`config.mk`:
```
export PLATFORM = sky130hd
export DESIGN_NAME = osc_group_scheduler
export DESIGN_NICKNAME = d
export VERILOG_FILES = /design/src/rtl/osc_pkg.sv /design/src/rtl/osc_group_core.sv /design/src/rtl/osc_group_scheduler.sv
export SDC_FILE = /design/constraint.sdc
export NUM_CORES = 1
export LEC_CHECK = 0
export CAP_MARGIN = 0
export CORE_MARGIN = 5
export CORE_UTILIZATION = 42
export DETAILED_ROUTE_END_ITERATION = 16
export PLACE_DENSITY = 0.85
export SLEW_MARGIN = 15
export SYNTH_ARGS = -nofsm -noshare
export SYNTH_HDL_FRONTEND = slang
export SYNTH_SLANG_ARGS = --single-unit
```
`constraint.sdc`:
```
create_clock -name clk -period 1.75 [get_ports clk]
set_input_delay 0.525 -clock clk [delete_from_list [all_inputs] [get_ports clk]]
set_output_delay 0.525 -clock clk [all_outputs]
set_load 0.005 [all_outputs]
```
`src/rtl/osc_pkg.sv`:
```
// Shared constants and types for the oscillator group scheduler and its core.
package osc_pkg;

    localparam logic GRP0 = 1'b0;
    localparam logic GRP1 = 1'b1;

    localparam logic [1:0] S00 = 2'b00;
    localparam logic [1:0] S01 = 2'b01;
    localparam logic [1:0] S10 = 2'b10;
    localparam logic [1:0] S11 = 2'b11;

    typedef enum logic [1:0] {
        IDLE   = 2'd0,
        SWITCH = 2'd1,
        DWELL  = 2'd2,
        DONE   = 2'd3
    } sched_state_t;

endpackage

```
`src/rtl/osc_group_core.sv`:
```
// Two-group 2-bit oscillator: a=0 toggles bit 0 within the group, a=1 flips the group bit.
module osc_group_core
    import osc_pkg::*;
(
    input  logic       clk,
    input  logic       rst,
    input  logic       a,
    output logic [1:0] state
);

    logic [1:0] state_nxt;

    always_comb begin
        state_nxt = S00;
        case (state)
            S00:     state_nxt = a ? S10 : S01;
            S01:     state_nxt = a ? S11 : S00;
            S10:     state_nxt = a ? S00 : S11;
            S11:     state_nxt = a ? S01 : S10;
            default: state_nxt = S00;
        endcase
    end

    always_ff @(posedge clk or posedge rst) begin
        if (rst) state <= S00;
        else     state <= state_nxt;
    end

endmodule

```
`src/rtl/osc_group_scheduler.sv`:
```
// Round-robin sharing of the oscillator core between two requesters, with group switch and timed dwell.
//   state  | meaning
//   IDLE   | no grant; pick a winner when any req is high
//   SWITCH | one cycle; pulse osc_a if the core is in the wrong group
//   DWELL  | core oscillates in the granted group while cnt counts down
//   DONE   | one-cycle done pulse to the winner, grant dropped
module osc_group_scheduler
    import osc_pkg::*;
#(
    parameter int DWELL_W = 8
) (
    input  logic               clk,
    input  logic               rst,
    input  logic [1:0]         req,
    input  logic [1:0]         req_grp,
    input  logic [DWELL_W-1:0] req_dwell0,
    input  logic [DWELL_W-1:0] req_dwell1,
    output logic [1:0]         gnt,
    output logic [1:0]         done,
    output logic               busy,
    output logic               osc_a,
    output logic [1:0]         osc_state
);

    sched_state_t       state, state_nxt;
    logic               win;
    logic               grp;
    logic               rr_ptr;
    logic [DWELL_W-1:0] cnt;
    logic               sel;
    logic               grant;
    logic               released;

    // A lone requester wins outright; rr_ptr only breaks ties.
    always_comb begin
        sel = rr_ptr;
        if (req == 2'b01)      sel = 1'b0;
        else if (req == 2'b10) sel = 1'b1;
    end

    assign grant    = (state == IDLE) && (req != 2'b00);
    assign released = !req[win];
    assign busy     = (state != IDLE);

    always_comb begin
        state_nxt = state;
        osc_a     = 1'b0;
        gnt       = 2'b00;
        done      = 2'b00;
        case (state)
            IDLE: begin
                if (req != 2'b00) state_nxt = SWITCH;
            end
            SWITCH: begin
                osc_a     = (grp != osc_state[1]);
                gnt       = win ? 2'b10 : 2'b01;
                state_nxt = released ? DONE : DWELL;
            end
            DWELL: begin
                gnt = win ? 2'b10 : 2'b01;
                if (released || cnt == '0) state_nxt = DONE;
            end
            DONE: begin
                done      = win ? 2'b10 : 2'b01;
                state_nxt = IDLE;
            end
            default: state_nxt = IDLE;
        endcase
    end

    always_ff @(posedge clk or posedge rst) begin
        if (rst) state <= IDLE;
        else     state <= state_nxt;
    end

    always_ff @(posedge clk or posedge rst) begin
        if (rst) begin
            win    <= 1'b0;
            grp    <= GRP0;
            rr_ptr <= 1'b0;
            cnt    <= '0;
        end else if (grant) begin
            win    <= sel;
            grp    <= req_grp[sel];
            rr_ptr <= ~sel;
            cnt    <= sel ? req_dwell1 : req_dwell0;
        end else if (state == DWELL && cnt != '0) begin
            cnt <= cnt - 1'b1;
        end
    end

    osc_group_core u_core (
        .clk   (clk),
        .rst   (rst),
        .a     (osc_a),
        .state (osc_state)
    );

endmodule
```
==> impl_results.md <==
* Via density at 6.081
* Number of fill cells at 130
* Final hold vios at 0
* Count of input and output buffers at 29
* Cells after Synth at 113
* Sequential fraction of design power at 21.1%
* Sw Ratio at 41.40%
* Fin crit period at 1.904 ns
* Leak at 0.8240 nW
* Root buf cell: clkbuf_4
* Final Slew Violations at 0
* Overflow after GRT at 0
* Sink Count at 15
* PD cells at 1858 nW/µm²
* Largest fanout on the critical path at 3
* Net Count, Synth at 141
* Row Count at 18
* Sequential-to-total area share from yosys stat at 35.29%
* Die W at 60.32 µm
* Most used flip-flop cell after synthesis: dfrtp_1
* Layout cells sized above 1 at 41.90%
* Violated checks: setup timing
* Routed wire length at 4352 µm
* Num CTS Buffers at 3
* Adder-cell share of the synthesized area at 7.059%
* Slew of the pin with the lowest slew margin at 0.3623 ns
* First-pass GRT wire length at 5740 µm
* Diode count at 0
* GRT Total Usage at 20.94%
* Critical path required time at 1.22 ns
* Net Sw Power at 1.403 mW
* Hpwl dp at 2442 µm
* Post-Synth XOR/XNOR Area at 1.647%
* Vias at 1271
* Final worst slack at -0.1543 ns
* CTS clk-pin slew, worst paths at 0.09 ns
* Crit path DAT at 1.38 ns
* Area of the die at 3639 µm²
* Yosys cell types at 41
* Setup tns final at -0.7253 ns
* Post-synthesis simple-gate area fraction at 18.94%
* Clock Skew at 0.001524 ns
* Initial antenna violation count at 0
* ANT nets after route at 0
* Layout area overhead at 71.53%
* Initial Util at 43.32%
* DRC at 0
* Period utilization at 108.8%
* Crit path kind: flop to output port
* Post-synth EDFFs at 0
* Drt first pass iters at 5
* Compound-Gate Fraction of Synth Area at 25.29%
* Fmax at 525.1 MHz
* Tot Pwr at 3.390 mW
* DR WL/cell at 20.82 µm
* Max-Cap Viols at 0
* Status: finished, violations left
* Largest family of logic cells by synthesized area: compound AO/OA/AOI/OAI gates
* H-tree depth at 1
* Final Net Count at 208
* Ys async rst share at 100.0%
* Max_slew headroom at 75.85%
* Core Region at 2455 µm²
* Gpl congestion at 0.8642
* Clk_lat worst skew at 0.29 ns
* RR Startpoint: state[0]
* Unrepaired setup endpoints after global routing: yes
* Number of global-route vias before repair at 1271
* Mapped Area at 1064 µm²
* Multiplexer share of the synthesized area at 6.000%
* CTS tree: built
* Initial drt markers at 74
* CP Capture Type: output port
* Critical Path Source Type: flop
* Clock Path Buffers at 2
* Yosys reg bits at 15
* P_int at 1.986 mW
* VDD IR-drop max at 1.555 mV
* Syn Area/Cell at 9.412 µm²
* Most frequent cells in the layout: buf_4 (33), clkdlybuf4s50_1 (21), dfrtp_1 (15)
* Warnings, synthesis at 0
* Chip height at 60.32 µm
* Commonest non-fill, non-tap cell in the layout: buf_4
* Final setup fails at 9
* Crit path launch: state[0]
* Clock power share at 6.3%
* Worst Hold Class: input pin to async pin
* Comb pwr share at 72.6%
* IO Pins at 30
* Largest net degree at the start of global routing at 18
==> final timing paths <==
check	to	slack, ns	cells past startpoint
min reg2reg	u_core.state[1]	0.58	1
min	grp	0.56	3
max reg2reg	cnt[3]	-0.04	8
max	gnt[0]	-0.15	5
max in group asynchronous	cnt[4]	1.00	3
min in group clk	u_core.state[1]	0.58	1
==> power by group through the flow <==
| stage | clock (mW) | combinational, mW | sequential (mW) |
|---|---|---|---|
| after floorplan | 0 | 0.952 | 0.655 |
| after global placement | 0 | 1.62 | 0.660 |
| final | 0.213 | 2.46 | 0.715 |
| after detailed placement | 0 | 1.69 | 0.676 |
| after CTS | 0.206 | 1.92 | 0.687 |
| after global routing | 0.228 | 2.62 | 0.742 |
==> metal layers <==
| metal | vias up | global-route usage, % | wire length [µm] | part of all wire, % |
|---|---|---|---|---|
| li1 | 552 | - | - | - |
| met1 | 604 | 22.99 | 1512 | 35 |
| met2 | 82 | 38.89 | 2231 | 51 |
| met3 | 33 | 3.888 | 338 | 7.8 |
| met4 | 0 | 8.861 | 269 | 6.2 |
| met5 | - | 0 | 0 | 0 |
==> Yosys cell counts (all sizes together) (2+ instances only) <==
| master | n | area, µm² |
|---|---|---|
| o21a | 3 | 22.52 |
| clkbuf | 5 | 18.77 |
| and2 | 5 | 31.28 |
| dfrtp | 15 | 375.4 |
| o22ai | 4 | 25.02 |
| nor2b | 2 | 12.51 |
| mux2i | 3 | 30.03 |
| buf | 2 | 16.26 |
| ha | 6 | 75.07 |
| nor3b | 2 | 20.02 |
| a2bb2oi | 2 | 17.52 |
| nor3 | 3 | 15.01 |
| a32oi | 3 | 26.28 |
| inv | 7 | 26.28 |
| a311o | 2 | 20.02 |
| a31oi | 5 | 31.28 |
| a21oi | 6 | 30.03 |
| and3 | 2 | 12.51 |
| mux2 | 3 | 33.78 |
| a21boi | 2 | 18.77 |
| a22oi | 3 | 22.52 |
| nor2 | 9 | 33.78 |
| nand3 | 3 | 15.01 |
| nand2 | 2 | 7.510 |
==> worst max-delay path, cell delays in order, from the launching register on <==
cell and delay (ns):
dfrtp_1 0.44, buf_6 0.14, inv_4 0.06, ha_4 0.20, nor2b_4 0.12, buf_2 0.13
==> registers in the layout, summed over array words and instances, names as in the netlist <==
signal,flops
cnt,8
grp,1
rr_ptr,1
state,2
u_core.state,2
win,1
==> repair_timing <==
item	4_1_cts	5_1_grt
endpoints found under the setup margin	9	17
hold buffers	0	0
pin swaps	4	4
buffers inserted	5	12
cloned	0	0
resized for setup	45	18
==> layout make-up <==
cell class	instances	area (µm²)	share of cell area [%]
clock buffers	4	26.28	1.440
inverters	7	31.28	1.715
multi-input cells	84	740.7	40.60
flip-flops and latches	15	375.4	20.58
well taps	30	37.54	2.058
repair buffers	69	613.1	33.61
==> per-stage QoR <==
stage,hold WS [ns],cells,util (%),cell area [µm²],setup WS (ns)
floorplan,0.4265,113,-,1064,0.05467
global placement,0.4613,188,62.28,1529,-0.2029
detailed placement,0.4652,188,62.28,1529,-0.2882
CTS,0.4827,197,67.33,1653,-0.1216
global route,0.5548,209,74.31,1824,-0.1979
finish,0.5631,209,74.31,1824,-0.1543
==> logic make-up after synthesis <==
| logic type | Yosys count |
|---|---|
| AOI/OAI and AO/OA | 37 |
| and+or+nand+nor | 33 |
| DFF | 15 |
| buffers and inverters | 14 |
| muxes | 6 |
| adders and majority gates | 6 |
| xor gates and xnor gates | 2 |
Note: power is estimated with default switching activity, not from simulation.
==> variant 1 (config.mk and constraints unchanged) <==
Re-encode `sched_state_t` (4 states) as one-hot, 4 bits wide.
--- a/src/rtl/osc_pkg.sv
+++ b/src/rtl/osc_pkg.sv
@@ -9,11 +9,11 @@
     localparam logic [1:0] S10 = 2'b10;
     localparam logic [1:0] S11 = 2'b11;
 
-    typedef enum logic [1:0] {
-        IDLE   = 2'd0,
-        SWITCH = 2'd1,
-        DWELL  = 2'd2,
-        DONE   = 2'd3
+    typedef enum logic [3:0] {
+        IDLE   = 4'b0001,
+        SWITCH = 4'b0010,
+        DWELL  = 4'b0100,
+        DONE   = 4'b1000
     } sched_state_t;
 
 endpackage
Behaviour: no difference found for any inputs over 10 cycles, from zero or initial values and one cycle with rst high; not proved beyond that.
==> variant 1 against the original RTL <==
The flow still finishes with violations (setup timing); clock skew up 0.0025 ns; area after synthesis up 8.8%; design area rose by 13%; combinational power increased by 8.1%; register-to-register slack worse by 0.04 ns; global-route usage fell by 2.3 points; die area up 7.3%; maximum frequency down 1.9%; total power grew 7.7%; sequential cell count rose by 2; wire length is 3.9% lower; setup slack worse by 0.037 ns.
==> variant 1: results (changes against the original RTL) <==
The average size of a mapped cell came to 9.645 sq um (+2.5%). The post-route cell area came out at 2063 sq um (+13%). The proportion of synthesized area in mux cells came out at 3.135% (-2.9 points). The fraction of final layout cells with drive strength greater than 1 came out at 47.78% (+5.9 points). The setup clock skew after layout is 0.004054 ns (+0.002529 ns).

The tightest slew margin relative to the limit came out at 78.78% (+2.9 points). The total leakage power is 0.9227 nW (+12%). The initial antenna violation count was 1 (+1).

The compound-gate portion of the synthesized area came out at 28.32% (+3.0 points). The sum of routed wire length over all layers is 4.184 mm (-3.9%). The maximum ir drop on the vdd rail is 1.350 mV (-13%). The total of endpoints with negative setup slack in the final report came out at 10 (+1). The count of routing violations after the opening detailed-route iteration is 61 (-18%). The number of detailed-routing iterations run before antenna repair is 4 (-1). In this run the critical register-to-register path is launched from cnt[1]. The worst-case setup margin in the final layout came out at -0.1912 ns (-0.03697 ns). The half-perimeter wire length after placement is 2.703 mm (+11%). The count of cell types in the netlist came out at 45 (+9.8%). The data arrival time at the worst-slack endpoint came out at 1.42 ns (+0.04 ns). The wire length of the first global-routing pass is 5.906 mm (+2.9%). The global-route usage over all layers is 18.61% (-2.3 points). The capture point of the critical path is busy. The worst slack at placement is -0.3178 ns (-0.02956 ns).

The routing usage on met3 came out at 3.597% (-0.29 points). The final reports fail on setup timing. The placed instance count came out at 207 (+10%). The largest net degree at the start of global routing is 12 (-6). The sequential portion of the cell area came to 20.74% (+0.16 points). The proportion of synthesized chip area in sequential cells came to 36.86% (+1.6 points). The area share of xor/xnor cells in the synthesized design came out at 1.514% (-0.13 points). The number of buffers other than clock buffers in the final layout is 84 (+22%). The number of inverters outside the clock class in the layout is 6 (-1).

The flow ran to the end, but the final reports show violations. The placement-stage cell area is 1700 sq um (+11%). Yosys attributes the largest share of cell area to sky130_fd_sc_hd__dfrtp_1 35%, sky130_fd_sc_hd__a32oi_1 4.5%, sky130_fd_sc_hd__nor4b_4 4.1%. The fraction of the core area covered by cells at the end of the flow is 76.80% (+2.5 points). The area of the multi-input gates is 808.3 sq um (+9.1%). The number of nets in the synthesized netlist came out at 144 (+2.1%). The number of nets in the layout came out at 228 (+9.6%). The via count of the first global-routing pass is 1314 (+3.4%). The via-per-instance ratio is 5.847 (-3.9%). The depth of the worst register-to-register path came to 6 (-2).

The layout buffering overhead excluding clock cells is 35.60% (+2.0 points). The largest registers in the layout are cnt (8), state (4), u_core.state (2).
variant 1: cell count changes after synthesis, moves of 3 or more:
cell	unedited run	this run
sky130_fd_sc_hd__inv_1	7	4
sky130_fd_sc_hd__o22ai_1	4	0
sky130_fd_sc_hd__and2_1	5	1
sky130_fd_sc_hd__a32oi_1	3	6
sky130_fd_sc_hd__nand2_1	2	6
sky130_fd_sc_hd__ha_1	6	2
sky130_fd_sc_hd__nand3_1	3	0
sky130_fd_sc_hd__o32ai_1	0	3
sky130_fd_sc_hd__nor3_1	3	6
sky130_fd_sc_hd__clkbuf_1	5	1
variant 1: routing by layer:
layer | wire length, um | vias to the layer above
met5 | 0 | -
met4 | 218 | 0
met3 | 220 | 23
met2 | 2246 | 58
met1 | 1498 | 658
li1 | - | 635
variant 1: what timing repair did:
action,CTS,global route
pin swaps,9,11
setup buffers,13,13
resized for setup,46,22
setup endpoints to repair,10,17
gates cloned,0,0
==> variant 2 (same flow settings) <==
Made on the original files. `DWELL_W`: 8 -> 6.
--- a/src/rtl/osc_group_scheduler.sv
+++ b/src/rtl/osc_group_scheduler.sv
@@ -7,7 +7,7 @@
 module osc_group_scheduler
     import osc_pkg::*;
 #(
-    parameter int DWELL_W = 8
+    parameter int DWELL_W = 6
 ) (
     input  logic               clk,
     input  logic               rst,
Ports: changed (resized req_dwell0 and req_dwell1); port bits go from 30 to 26. No check against the original RTL was run, so the function may have changed too.
==> variant 2 against the original RTL <==
First-iteration DRC count decreased by 93%; sequential cell count decreased by 2; the flow still finishes with violations (setup timing); cell count decreased by 18%; setup slack better by 0.11 ns; design area down 21%; synthesized cell count is 16% lower; clock skew increased by 0.0088 ns; wire length down 44%; area after synthesis down 13%; total power shrank 28%.
==> variant 2: results (changes against the original RTL) <==
The switching share of power is 40.05% (-1.4 points). The compound-gate portion of the synthesized area came to 21.79% (-3.5 points). The routing usage on met3 was 2.989% (-0.90 points). The checks that failed: setup timing. The number of detailed-routing iterations run before antenna repair came out at 4 (-1). The total of endpoints with negative setup slack in the final report came out at 4 (-5). The count of cell types in the netlist is 37 (-9.8%).

The filler-free cell count of the finished design is 171 (-18%). The global-route usage over all layers is 14.80% (-6.1 points). The largest net degree at the start of global routing was 14 (-4). The worst stage delay on the critical path came to 0.41 ns (-0.03 ns).

The half-perimeter wire length after placement came out at 1.713 mm (-30%). The sum of negative setup slack came out at -0.1260 ns (+0.5993 ns). The worst-case setup margin in the final layout was -0.04568 ns (+0.1086 ns).

The worst slack at placement is -0.2947 ns (-0.006507 ns). The placement-stage cell area is 1306 sq um (-15%). The placer congestion estimate came out at 0.7948 (-8.0%). The adder-cell share of the synthesized area came out at 8.119% (+1.1 points). The number of filler instances in the final layout is 162 (+25%). The commonest cells after synthesis are 13 x sky130_fd_sc_hd__dfrtp_1, 9 x sky130_fd_sc_hd__mux2i_1, 8 x sky130_fd_sc_hd__inv_1, 7 x sky130_fd_sc_hd__a21oi_1, 6 x sky130_fd_sc_hd__ha_1. The setup clock skew after layout came out at 0.01028 ns (+0.008758 ns). The proportion of synthesized chip area in sequential cells came out at 35.18% (-0.11 points). The met2 track demand over resource in global routing was 27.41% (-11 points). The placed instance count is 160 (-15%). The average size of a mapped cell is 9.733 sq um (+3.4%). The maximum ir drop on the vdd rail is 1.004 mV (-35%). In the post-synthesis netlist, the biggest area contributors are sky130_fd_sc_hd__dfrtp_1 35%, sky130_fd_sc_hd__mux2i_1 9.7%, sky130_fd_sc_hd__ha_1 8.1%. The area of the multi-input gates came out at 641.9 sq um (-13%).

The flow ran to the end, but the final reports show violations. The register cell area after layout is 325.3 sq um (-13%). The largest registers in the layout are cnt (6), state (2), u_core.state (2).

The number of nets in the synthesized netlist came out at 119 (-16%). The detailed-route wire length per cell came to 14.29 um (-31%). The met1 demand-to-capacity share in global routing is 16.64% (-6.3 points).
## variant 2: cell types whose count changed after synthesis, sizes merged, moves of 3 or more
| cell | before | now |
|---|---|---|
| o22ai | 4 | 0 |
| clkbuf | 5 | 1 |
| o21a | 3 | 0 |
| a32oi | 3 | 0 |
| nand3 | 3 | 0 |
| nand2 | 2 | 5 |
| nor2 | 9 | 2 |
| o21ai | 1 | 5 |
| a31oi | 5 | 2 |
| mux2i | 3 | 9 |
## variant 2: final timing paths
check / from / to / slack (ns) / cells after the start
worst max-delay path: state[1] / gnt[1] / -0.05 / 4
worst min-delay path: u_core.state[0] / u_core.state[0] / 0.48 / 1
worst max register to register: cnt[0] / state[0] / 0.10 / 6
worst min register to register: u_core.state[0] / u_core.state[0] / 0.48 / 1
max in group asynchronous: rst / cnt[2] / 0.82 / 2
min in group asynchronous: rst / rr_ptr / 0.57 / 2
## variant 2: metal layers
metal	wire, um	part of all wire [%]
met5	0	0
met4	37	1.5
met3	126	5.2
met2	1317	54
met1	961	39
## variant 2: power groups by stage
stage / combinational (W) / clock, W / sequential [W]
3_3_place_gp: 0.00128 / 0 / 0.000600
2_1_floorplan: 0.000753 / 0 / 0.000590
5_1_grt: 0.00175 / 0.000204 / 0.000674
3_5_place_dp: 0.00132 / 0 / 0.000612
4_1_cts: 0.00146 / 0.000198 / 0.000632
6_report: 0.00159 / 0.000194 / 0.000650
## variant 2: timing repair
item,4_1_cts,5_1_grt
pin swaps,2,3
resized for setup,36,10
buffers inserted,3,4
endpoints found under the setup margin,8,15
## variant 2: worst max-delay path, delay by kind of cell (launching register included)
| kind | cells | cell delay, ns |
|---|---|---|
| and+or+nand+nor | 1 | 0.14 |
| adders and majority gates | 1 | 0.21 |
| DFF | 1 | 0.41 |
| buffers and inverters | 2 | 0.22 |
